<file path="config.mk">
export PLATFORM = sky130hd
export DESIGN_NAME = multicycle_control_fsm
export DESIGN_NICKNAME = d
export VERILOG_FILES = /design/src/rtl/multicycle_control_fsm.sv
export SDC_FILE = /design/constraint.sdc
export NUM_CORES = 1
export LEC_CHECK = 0
export CAP_MARGIN = 10
export CORE_ASPECT_RATIO = 0.6
export CORE_MARGIN = 4
export CORE_UTILIZATION = 51
export DETAILED_ROUTE_END_ITERATION = 7
export PLACE_DENSITY_LB_ADDON = 0.25
export SETUP_SLACK_MARGIN = 0.15
export SLEW_MARGIN = 15
export SYNTH_ARGS = -nofsm -noshare
export SYNTH_HDL_FRONTEND = slang
export SYNTH_SLANG_ARGS = --single-unit
export TNS_END_PERCENT = 5
</file>
<file path="constraint.sdc">
create_clock -name i_clk -period 3.2 [get_ports i_clk]
set_input_delay 0.64 -clock i_clk [delete_from_list [all_inputs] [get_ports i_clk]]
set_output_delay 0.64 -clock i_clk [all_outputs]
set_load 0.05 [all_outputs]
</file>
<file path="src/rtl/multicycle_control_fsm.sv">
// Control unit for the multi-cycle MIPS-subset datapath.
// Sequences FETCH/DECODE/EXEC/MEM/WB and drives every datapath strobe.
// Strobes are decoded from the registered state and latched opcode/funct.
// The one exception is the beq PC write in EXEC, which follows i_isZero directly.
module multicycle_control_fsm #(
  parameter bit P_TRAP_OVF = 1'b1,
  parameter int P_CNT_W    = 16
) (
  input  logic               i_clk,
  input  logic               i_rst,
  input  logic [5:0]         i_opcode,
  input  logic [5:0]         i_funct,
  input  logic               i_isZero,
  input  logic               i_isOverflow,
  output logic               o_PCWrite,
  output logic               o_PCSrc,
  output logic               o_IRWrite,
  output logic               o_regDst,
  output logic               o_regWrite,
  output logic               o_ALUSrc,
  output logic [3:0]         o_ALUcontrol,
  output logic               o_memRead,
  output logic               o_memWrite,
  output logic               o_memToReg,
  output logic [2:0]         o_state,
  output logic               o_illegal,
  output logic               o_overflowTrap,
  output logic [P_CNT_W-1:0] o_instCount
);

  typedef enum logic [2:0] {
    S_FETCH  = 3'd0,
    S_DECODE = 3'd1,
    S_EXEC   = 3'd2,
    S_MEM    = 3'd3,
    S_WB     = 3'd4,
    S_TRAP   = 3'd5
  } state_t;

  localparam logic [5:0] OP_RTYPE = 6'h00;
  localparam logic [5:0] OP_LW    = 6'h23;
  localparam logic [5:0] OP_SW    = 6'h2B;
  localparam logic [5:0] OP_BEQ   = 6'h04;
  localparam logic [5:0] OP_ADDI  = 6'h08;

  localparam logic [5:0] FN_ADD = 6'h20;
  localparam logic [5:0] FN_SUB = 6'h22;
  localparam logic [5:0] FN_AND = 6'h24;
  localparam logic [5:0] FN_OR  = 6'h25;
  localparam logic [5:0] FN_SLT = 6'h2A;

  localparam logic [3:0] ALU_ADD = 4'b0010;
  localparam logic [3:0] ALU_SUB = 4'b0110;
  localparam logic [3:0] ALU_AND = 4'b0000;
  localparam logic [3:0] ALU_OR  = 4'b0001;
  localparam logic [3:0] ALU_SLT = 4'b0111;

  state_t             state_q, state_d;
  logic [5:0]         op_q, fn_q;
  logic               illegal_q, ovf_q;
  logic [P_CNT_W-1:0] cnt_q;
  logic               retire, ill_set, ovf_set;
  logic               legal;
  logic [3:0]         alu_ctl;

  // Decode helpers, all taken from the opcode/funct latched in DECODE.
  logic is_rtype, is_lw, is_sw, is_beq, is_addi, imm_op, ovf_op;
  assign is_rtype = (op_q == OP_RTYPE);
  assign is_lw    = (op_q == OP_LW);
  assign is_sw    = (op_q == OP_SW);
  assign is_beq   = (op_q == OP_BEQ);
  assign is_addi  = (op_q == OP_ADDI);
  assign imm_op   = is_lw | is_sw | is_addi;
  // Only arithmetic ops can raise a signed-overflow trap; logic ops and slt cannot.
  assign ovf_op   = is_addi | (is_rtype & ((fn_q == FN_ADD) | (fn_q == FN_SUB)));

  // Legality is judged on the live instruction bits while in DECODE.
  always_comb begin
    legal = 1'b0;
    case (i_opcode)
      OP_RTYPE: legal = (i_funct == FN_ADD) | (i_funct == FN_SUB) | (i_funct == FN_AND) |
                        (i_funct == FN_OR)  | (i_funct == FN_SLT);
      OP_LW, OP_SW, OP_BEQ, OP_ADDI: legal = 1'b1;
      default: legal = 1'b0;
    endcase
  end

  // ALU operation for the latched instruction; memory ops and addi add, beq subtracts.
  always_comb begin
    alu_ctl = ALU_ADD;
    if (is_rtype) begin
      case (fn_q)
        FN_SUB:  alu_ctl = ALU_SUB;
        FN_AND:  alu_ctl = ALU_AND;
        FN_OR:   alu_ctl = ALU_OR;
        FN_SLT:  alu_ctl = ALU_SLT;
        default: alu_ctl = ALU_ADD;
      endcase
    end else if (is_beq) begin
      alu_ctl = ALU_SUB;
    end
  end

  // Next-state logic plus retire / trap-cause events.
  always_comb begin
    state_d = state_q;
    retire  = 1'b0;
    ill_set = 1'b0;
    ovf_set = 1'b0;
    case (state_q)
      S_FETCH:  state_d = S_DECODE;
      S_DECODE: begin
        if (legal) state_d = S_EXEC;
        else begin
          state_d = S_TRAP;
          ill_set = 1'b1;
        end
      end
      S_EXEC: begin
        if (is_beq) begin
          state_d = S_FETCH;
          retire  = 1'b1;
        end else if (is_lw | is_sw) begin
          state_d = S_MEM;
        end else if (P_TRAP_OVF && i_isOverflow && ovf_op) begin
          state_d = S_TRAP;
          ovf_set = 1'b1;
        end else begin
          state_d = S_WB;
        end
      end
      S_MEM: begin
        if (is_lw) state_d = S_WB;
        else begin
          state_d = S_FETCH;
          retire  = 1'b1;
        end
      end
      S_WB: begin
        state_d = S_FETCH;
        retire  = 1'b1;
      end
      S_TRAP:   state_d = S_TRAP;
      // Unused codes can only come from an upset; treat them as an illegal trap.
      default: begin
        state_d = S_TRAP;
        ill_set = 1'b1;
      end
    endcase
  end

  // State, latched instruction fields, sticky trap flags and retire counter.
  always_ff @(posedge i_clk or posedge i_rst) begin
    if (i_rst) begin
      state_q   <= S_FETCH;
      op_q      <= '0;
      fn_q      <= '0;
      illegal_q <= 1'b0;
      ovf_q     <= 1'b0;
      cnt_q     <= '0;
    end else begin
      state_q <= state_d;
      if (state_q == S_DECODE) begin
        op_q <= i_opcode;
        fn_q <= i_funct;
      end
      if (ill_set) illegal_q <= 1'b1;
      if (ovf_set) ovf_q     <= 1'b1;
      if (retire)  cnt_q     <= cnt_q + P_CNT_W'(1);
    end
  end

  // Strobe decode; reset gates everything so an abort never leaves a partial strobe.
  always_comb begin
    o_PCWrite    = 1'b0;
    o_PCSrc      = 1'b0;
    o_IRWrite    = 1'b0;
    o_regDst     = 1'b0;
    o_regWrite   = 1'b0;
    o_ALUSrc     = 1'b0;
    o_ALUcontrol = 4'b0000;
    o_memRead    = 1'b0;
    o_memWrite   = 1'b0;
    o_memToReg   = 1'b0;
    if (!i_rst) begin
      case (state_q)
        S_FETCH: begin
          o_IRWrite = 1'b1;
          o_PCWrite = 1'b1;
        end
        S_EXEC: begin
          o_ALUcontrol = alu_ctl;
          o_ALUSrc     = imm_op;
          if (is_beq) begin
            o_PCSrc   = 1'b1;
            o_PCWrite = i_isZero;
          end
        end
        // ALU controls stay at their EXEC values so the address/result remains valid.
        S_MEM: begin
          o_ALUcontrol = alu_ctl;
          o_ALUSrc     = imm_op;
          o_memRead    = is_lw;
          o_memWrite   = is_sw;
        end
        S_WB: begin
          o_ALUcontrol = alu_ctl;
          o_ALUSrc     = imm_op;
          o_regWrite   = 1'b1;
          o_regDst     = is_rtype;
          o_memToReg   = is_lw;
        end
        default: ;
      endcase
    end
  end

  assign o_state        = state_q;
  assign o_illegal      = illegal_q;
  assign o_overflowTrap = ovf_q;
  assign o_instCount    = cnt_q;

endmodule

</file>
== After elaboration in Yosys (flattened, before gate mapping) ==
Cells that the tools add are included.
Word-level totals
  register bits: 33
  bits of input ports: 16
  output and inout port bits: 34
  word-level logic and storage cells: 86
Operators by class
  add/subtract/negate cells: 1
  equal/unequal tests: 23
  multiplexer cells: 40
  bitwise operators: 9
  reductions and logical operators: 7
Operator list (count)
  $eq 6x6->1 const B: 14
  $mux 1: 26
  $add 16x1->16 const B: 1
  $mux 3: 5
  $pmux 3 s5: 1
  $eq 6x3->1 const B: 2
  $eq 6x4->1 const B: 2
  $logic_not 6->1: 2
  $mux 4: 3
  $pmux 3 s4: 1
  $or 1x1->1: 8
  $eq 3x2->1 const B: 2
  $eq 3x3->1 const B: 2
  $pmux 1 s2: 3
  $reduce_or 5->1: 1
  $reduce_or 4->1: 1
  $eq 3x1->1 const B: 1
  $logic_not 3->1: 1
  $pmux 1 s3: 1
  $reduce_or 3->1: 1
  $and 1x1->1: 1
  $logic_and 1x1->1: 1

== Longest topological paths before layout ==
Gate-level depths: netlist (run 1).
  depth in word-level cells: 9
  depth in mapped cells: 7
  mapped depth without buffers: 5

== Least setup slack after synthesis (run 1) ==
OpenSTA, ideal clock, no wires.
  path type: register -> output
  start point: register state_q[1], in the netlist o_state[1]
  end point: output port o_memToReg
  arrival: 3.367 ns
  data required time: 2.560 ns
  path slack: -0.807 ns
  stages on the path, launching flop included: 5
  path buffers: 1
  cell sequence: dfrtp_1 buf_2 nand2b_1 nor3_1 nor3b_1
On the way
  cells in the longest elaborated chain, start to end: 3
RTL lines
  start, declared: RTL line 58  | state_t state_q, state_d;
  start signal, assigned: RTL line 162  | state_q <= state_d;
  $eq 3x3->1: RTL line 186  | case (state_q)
  $mux 1: RTL line 186
  $mux 1: RTL line 185  | if (!i_rst) begin
  end, declared: RTL line 24  | output logic o_memToReg,
Every way passes these cells.

== Worst setup path in the final report (run 1) ==
  start point: register op_q[5]
  end point: output port o_ALUcontrol[0]
On the way
  cells in the longest elaborated chain, start to end: 4
RTL lines
  start, declared: RTL line 59  | logic [5:0] op_q, fn_q;
  start signal, assigned: RTL line 164  | op_q <= i_opcode;
  $logic_not 6->1: RTL line 68  | assign is_rtype = (op_q == OP_RTYPE);
  $mux 4: RTL line 91  | if (is_rtype) begin
  $mux 4: RTL line 186
  $mux 4: RTL line 185
  end, declared: RTL line 21  | output logic [3:0] o_ALUcontrol,
Every way passes these cells.

==> impl_metrics.json, run 1 <==
{
  "cts.sinks": 33,
  "vias": 1461,
  "period_share": 0.9098,
  "clock_latency_ns": 0.29,
  "worstPathArrival_ns": 2.27,
  "io-pin-count": 50,
  "finalSetupViolations": 0,
  "synth.most_common_cell": "dfrtp_1",
  "busiest_layer": "met2",
  "ir_drop_uv": 318.7,
  "p_int_w": 0.0006320,
  "max_cap_viol_count": 0,
  "rr_worst_depth": 5,
  "async_reset_ff_frac": 1.000,
  "postCtsSetupRepairBufs": 0,
  "cts-resized-gates": 0,
  "synth_nets": 181,
  "cts_made_buffers": 5,
  "wire_per_inst_um": 16.75,
  "synth_top_area_frac": 0.4645,
  "holdCritPathClass": "reg -> reg",
  "vias_per_cell": 5.641,
  "clk_pin_slew_ns": 0.07,
  "worstHoldPathCells": 1,
  "place_inst": 251,
  "tightest_slew_ns": 0.8341,
  "route.antenna.remaining_nets": 0,
  "drive_above_1_share": 0.2430,
  "synth_edf_count": 0,
  "syn2layout_area_growth_pct": 36.95,
  "fin_crit_ns": 2.911,
  "overflow": 0,
  "ys.warnings.count": 0,
  "hold_viol_final": 0,
  "comb_power_share": 0.052,
  "fin_cells": 259,
  "synth.avg_cell_area_um2": 10.84,
  "port_buffers": 48,
  "synth_area_leaders": "dfrtp_1 46%, mux2_2 7.0%, xor2_1 6.9%, nor4b_2 3.4%, nand2_1 2.1%",
  "cp-start-kind": "flip-flop",
  "core-area_um2": 3303,
  "grt_max_degree": 18,
  "leakage_nw": 1.079,
  "slew_headroom": 0.4380,
  "power_frac_seq": 0.517,
  "rows": 16,
  "end_kind": "primary output",
  "fmax_ghz": 0.3435,
  "gp_congestion": 0.8015,
  "clock_path_buffers": 2,
  "die_area_um2": 4526,
  "yosys-top-cells-count": "33 x dfrtp_1, 14 x xor2_1, 11 x mux2_2",
  "start_util": 0.5383,
  "final.setup_skew_ns": 0.003698,
  "grt_use_met3": 0.06881,
  "grt_pass1_wl_mm": 7.251,
  "status": "completed",
  "yosysTopAreaCell": "dfrtp_1",
  "cts_root_buffer": "clkbuf_8",
  "tritoncts": "built",
  "dp_hpwl_mm": 3.317,
  "nets": 230,
  "ys_ff_latch": 33,
  "synth-main-ff-cell": "dfrtp_1",
  "ys_seq_area_frac": 0.4645,
  "crit_type": "reg -> out",
  "hold_buffers": 0,
  "use_met1": 0.2890,
  "grt_pass1_vias": 1417,
  "placed_area_um2": 2333,
  "drc_errors": 0,
  "netlist_area_um2": 1778,
  "antenna_found_initial": 0,
  "met2_usage": 0.3233,
  "die_h_um": 53.74,
  "drt-initial-drc-count": 111,
  "stdcell_area_um2": 2435,
  "worst-endpoint-required_ns": 2.56,
  "synthDistinctLibCells": 50,
  "cts.htree.levels": 2,
  "path_max_fanout": 4,
  "netlist_instances": 164,
  "netSwitchingFraction": 0.2165,
  "rsz0062_at_grt": "false",
  "die_w_um": 84.23,
  "grt_usage": 0.2099,
  "routed_wl_mm": 4.339,
  "net-switching-power_w": 0.0001746,
  "finalMaxSlewViolations": 0,
  "power_density_nw_per_um2": 331.3,
  "clkPwrFrac": 0.431,
  "drtPass1Iterations": 4,
  "antenna_cells": 0
}
-- flip-flops by register name, summed over array words and instances, names as in the netlist --
| register | flops |
|---|---|
| o_illegal | 1 |
| op_q | 6 |
| o_overflowTrap | 1 |
| o_state | 3 |
| o_instCount | 16 |
| fn_q | 6 |
-- worst paths after layout --
kind                                 startpoint         endpoint  slack [ns]
worst max-delay path                    op_q[5]  o_ALUcontrol[0]        0.29
max in group asynchronous                 i_rst   o_instCount[0]        2.12
worst max register to register          op_q[3]  o_instCount[11]        1.26
min in group asynchronous                 i_rst       o_state[0]        0.88
worst min register to register  o_instCount[15]  o_instCount[15]        0.47
worst min-delay path            o_instCount[15]  o_instCount[15]        0.47
-- worst max-delay path, cell delays in order, from the launching register on --
cell and delay (ns):
dfrtp_1 0.44, or4_1 0.63, nor4_1 0.45, nor3b_2 0.25
buf_4 0.22
-- cells in the final DEF (no fill, tap or decap), drive strengths merged, types with 2 or more instances in the layout --
cell type | Yosys | final
xor2 | 14 | 14
nand2b | 3 | 3
nor4 | 6 | 6
inv | 6 | 5
clkdlybuf4s50 | 0 | 36
nand3 | 5 | 5
nor3 | 8 | 8
nor2 | 9 | 9
nor3b | 4 | 4
xnor2 | 2 | 2
and3 | 2 | 2
clkbuf | 2 | 7
a32oi | 2 | 2
nand2 | 10 | 10
buf | 6 | 14
a21oi | 5 | 5
mux2 | 11 | 11
nor4b | 5 | 5
o21ai | 6 | 6
nand4 | 2 | 2
dfrtp | 33 | 33
-- metrics by stage --
stage	setup WS, ns	hold slack [ns]	TNS (ns)	power (W)	utilization
6_report	0.2886	0.4656	0	0.0008066	0.7371
5_1_grt	0.2557	0.4933	0	0.0008419	0.7371
4_1_cts	0.3173	0.4707	0	0.0008165	0.7371
3_5_place_dp	0.3896	0.4617	0	0.0004669	0.7064
3_3_place_gp	0.4824	0.4556	0	0.0004659	0.7064
2_1_floorplan	-0.08760	0.5034	-0.08760	0.0004393	-
-- cell type report --
cell class / instances / area [µm²]
Sequential cell: 33 / 825.8
Fill cell: 226 / 868.3
Clock buffer: 7 / 96.34
Timing Repair Buffer: 50 / 503.0
Clock inverter: 1 / 5.005
Tap cell: 45 / 56.30
Multi-Input combinational cell: 117 / 922.1
Inverter: 6 / 26.28
-- per-layer routing --
layer  share of wire  vias to the layer above
met2            0.43                       54
li1                -                      691
met4           0.016                        0
met3           0.074                        6
met5               0                        -
met1            0.48                      710
-- cell families after synthesis --
kind of cell / synth area share
and+or+nand+nor: 0.2393
DFF: 0.4645
AOI/OAI and AO/OA: 0.09432
xor gates and xnor gates: 0.07882
buffers and inverters: 0.03871
muxes: 0.07530
adders and majority gates: 0.007036
other: 0.002109
-- power groups by stage --
stage	Combinational, W	Clock, W	Sequential, W
finish	0.0000417	0.000348	0.000417
global route	0.0000466	0.000379	0.000417
CTS	0.0000422	0.000357	0.000417
detailed placement	0.0000420	0	0.000425
global placement	0.0000410	0	0.000425
floorplan	0.0000144	0	0.000425
No activity file was read; power rests on OpenSTA's default activity.
==> run 2: changes to the inputs <==
Settings changed: SKIP_LAST_GASP set to 1.
==> results of run 2 <==
No change in the layout: final DEF, timing and power equal those of run 1.
==> run 3: changes to the inputs <==
Settings changed: CORE_MARGIN 4 to unset, RECOVER_POWER set to 100.
==> run 3 against run 2 <==
Net effect:
- via count decreased by 2.4%
- total power decreased by 4.7%
- combinational power decreased by 5.8%
- die area decreased by 17%
- the run now ends with max-capacitance violations, max-slew violations left
- design area decreased by 5.5%
==> impl_metrics.json, run 3 (synthesis results as in run 1) <==
{
  "cts.htree.levels": 2,
  "syn2layout_area_growth_pct": 29.42,
  "worst-path-buf-inv": 3,
  "p_int_w": 0.0006065,
  "n_fill_cell": 255,
  "net-switching-power_w": 0.0001622,
  "holdWs_ns": 0.4605,
  "cts_root_buffer": "clkbuf_8",
  "drive_above_1_share": 0.1321,
  "drt-initial-drc-count": 55,
  "cp-start-kind": "primary input",
  "ir_drop_uv": 243.6,
  "holdCritPathClass": "reg -> reg",
  "largest_register_ffs": 16,
  "cts.sinks": 33,
  "rows": 16,
  "path_max_fanout": 5,
  "clkPwrFrac": 0.406,
  "wire_per_inst_um": 15.68,
  "tightest_slew_ns": 1.765,
  "drc_errors": 0,
  "layout_common_cells": "33 x dfrtp_1, 23 x dlygate4sd3_1, 14 x xor2_1, 13 x clkdlybuf4s50_1, 11 x mux2_2",
  "hold_viol_final": 0,
  "drtPass1Iterations": 4,
  "power_frac_seq": 0.543,
  "slowest_delay_ns": 0.64,
  "fmax_ghz": 0.3355,
  "fin_crit_ns": 2.981,
  "wl_met3_um": 231,
  "vias_per_cell": 5.549,
  "port_buffers": 48,
  "end_kind": "primary output",
  "wl_met1_mm": 2.104,
  "overflow": 0,
  "violations": "max-capacitance violations, max-slew violations",
  "mostFrequentLayoutCell": "dfrtp_1",
  "fin_util": 0.7008,
  "postCtsSetupRepairBufs": 0,
  "slew_headroom": -0.1765,
  "hold_buffers": 0,
  "power.total_w": 0.0007687,
  "vias": 1426,
  "power_density_nw_per_um2": 334.1,
  "finalMaxSlewViolations": 34,
  "routed_wl_mm": 4.030,
  "die_area_um2": 3734,
  "start_util": 0.5415,
  "leakage_nw": 1.073,
  "core-area_um2": 3283,
  "cts-resized-gates": 0,
  "nets": 229,
  "slowest_stage": "dlygate4sd3_1",
  "crit_type": "in -> out",
  "clock_path_buffers": 2,
  "antenna_cells": 0,
  "grt_usage": 0.2214,
  "critPathTopFamily": "buffers and inverters",
  "place_inst": 250,
  "antenna_found_initial": 0,
  "clk_pin_slew_ns": 0.07,
  "grt_max_degree": 34,
  "clock_latency_ns": 0.28,
  "worst-endpoint-required_ns": 2.56,
  "finalSetupViolations": 0,
  "grt_pass1_vias": 1183,
  "cts_made_buffers": 5,
  "comb_power_share": 0.051,
  "max_cap_viol_count": 1,
  "die_w_um": 78.23,
  "gp_congestion": 0.8653,
  "top_layer": "met3",
  "final.setup_skew_ns": 0.003107,
  "io-pin-count": 50,
  "tritoncts": "built",
  "dp_hpwl_mm": 2.948,
  "path_cells": "dlygate4sd3_1 -> clkinvlp_4 -> o21ai_0 -> a21oi_2 -> clkbuf_1",
  "status": "finished, violations left",
  "rsz0062_at_grt": "false",
  "dr_wl_met2_mm": 1.693,
  "netSwitchingFraction": 0.2110,
  "fin_cells": 257,
  "grt_pass1_wl_mm": 5.996,
  "period_share": 0.9315,
  "die_h_um": 47.74,
  "route.antenna.remaining_nets": 0,
  "worstPathArrival_ns": 2.34
}
run 3: cell types whose count changed in the layout (fill, tap and decap cells not counted), moves of 2 or more:
cell	previous run	this run
dlygate4sd3_1	0	23
clkdlybuf4s50_1	36	13
clkbuf_1	0	10
nor3_2	3	1
nor4b_2	4	0
nor4b_1	1	5
nor3_1	5	7
nor3b_1	1	4
nor3b_2	3	0
buf_4	11	1
run 3: layer usage:
| layer | up-vias | global-route usage |
|---|---|---|
| li1 | 687 | - |
| met1 | 696 | 0.3313 |
| met2 | 43 | 0.3175 |
| met3 | 0 | 0.06095 |
| met4 | 0 | 0.05556 |
| met5 | - | 0 |
run 3: worst paths after layout:
| path | startpoint | to | slack [ns] | cells past startpoint |
|---|---|---|---|---|
| max in group asynchronous | i_rst | o_instCount[1] | 0.59 | 3 |
| hold reg to reg | o_instCount[15] | o_instCount[15] | 0.46 | 1 |
| setup reg to reg | op_q[5] | o_instCount[15] | 0.77 | 5 |
| hold / removal | o_instCount[15] | o_instCount[15] | 0.46 | 1 |
| min in group asynchronous | i_rst | op_q[3] | 1.60 | 3 |
| setup / recovery | i_rst | o_ALUSrc | 0.22 | 5 |
run 3: worst reg2reg max path, cell delays in order (launching register included):
cell	delay, ns
dfrtp_1	0.41
nor4_1	0.55
a21oi_1	0.22
o22a_1	0.45
nor4b_1	0.53
xor2_1	0.19
run 3: cell type report:
type / instances / area, µm² / area share
well taps: 45 / 56.30 / 0.02447
multi-input cells: 117 / 844.6 / 0.3670
inverters: 6 / 26.28 / 0.01142
flip-flops and latches: 33 / 825.8 / 0.3589
clock buffers: 7 / 86.33 / 0.03752
repair buffers: 49 / 461.7 / 0.2007
run 3: per-stage QoR:
stage	area, µm²	setup TNS (ns)	worst slack (ns)
floorplan	1821	-0.08760	-0.08760
global placement	2326	0	0.4877
detailed placement	2326	0	0.4358
CTS	2412	0	0.3555
global route	2301	0	0.1493
finish	2301	0	0.2190
run 3: power by group through the flow:
stage | Combinational (W) | Clock [W] | Sequential, W
floorplan | 0.0000144 | 0 | 0.000425
global placement | 0.0000402 | 0 | 0.000425
detailed placement | 0.0000407 | 0 | 0.000425
CTS | 0.0000411 | 0.000320 | 0.000417
global route | 0.0000434 | 0.000343 | 0.000417
finish | 0.0000393 | 0.000312 | 0.000417
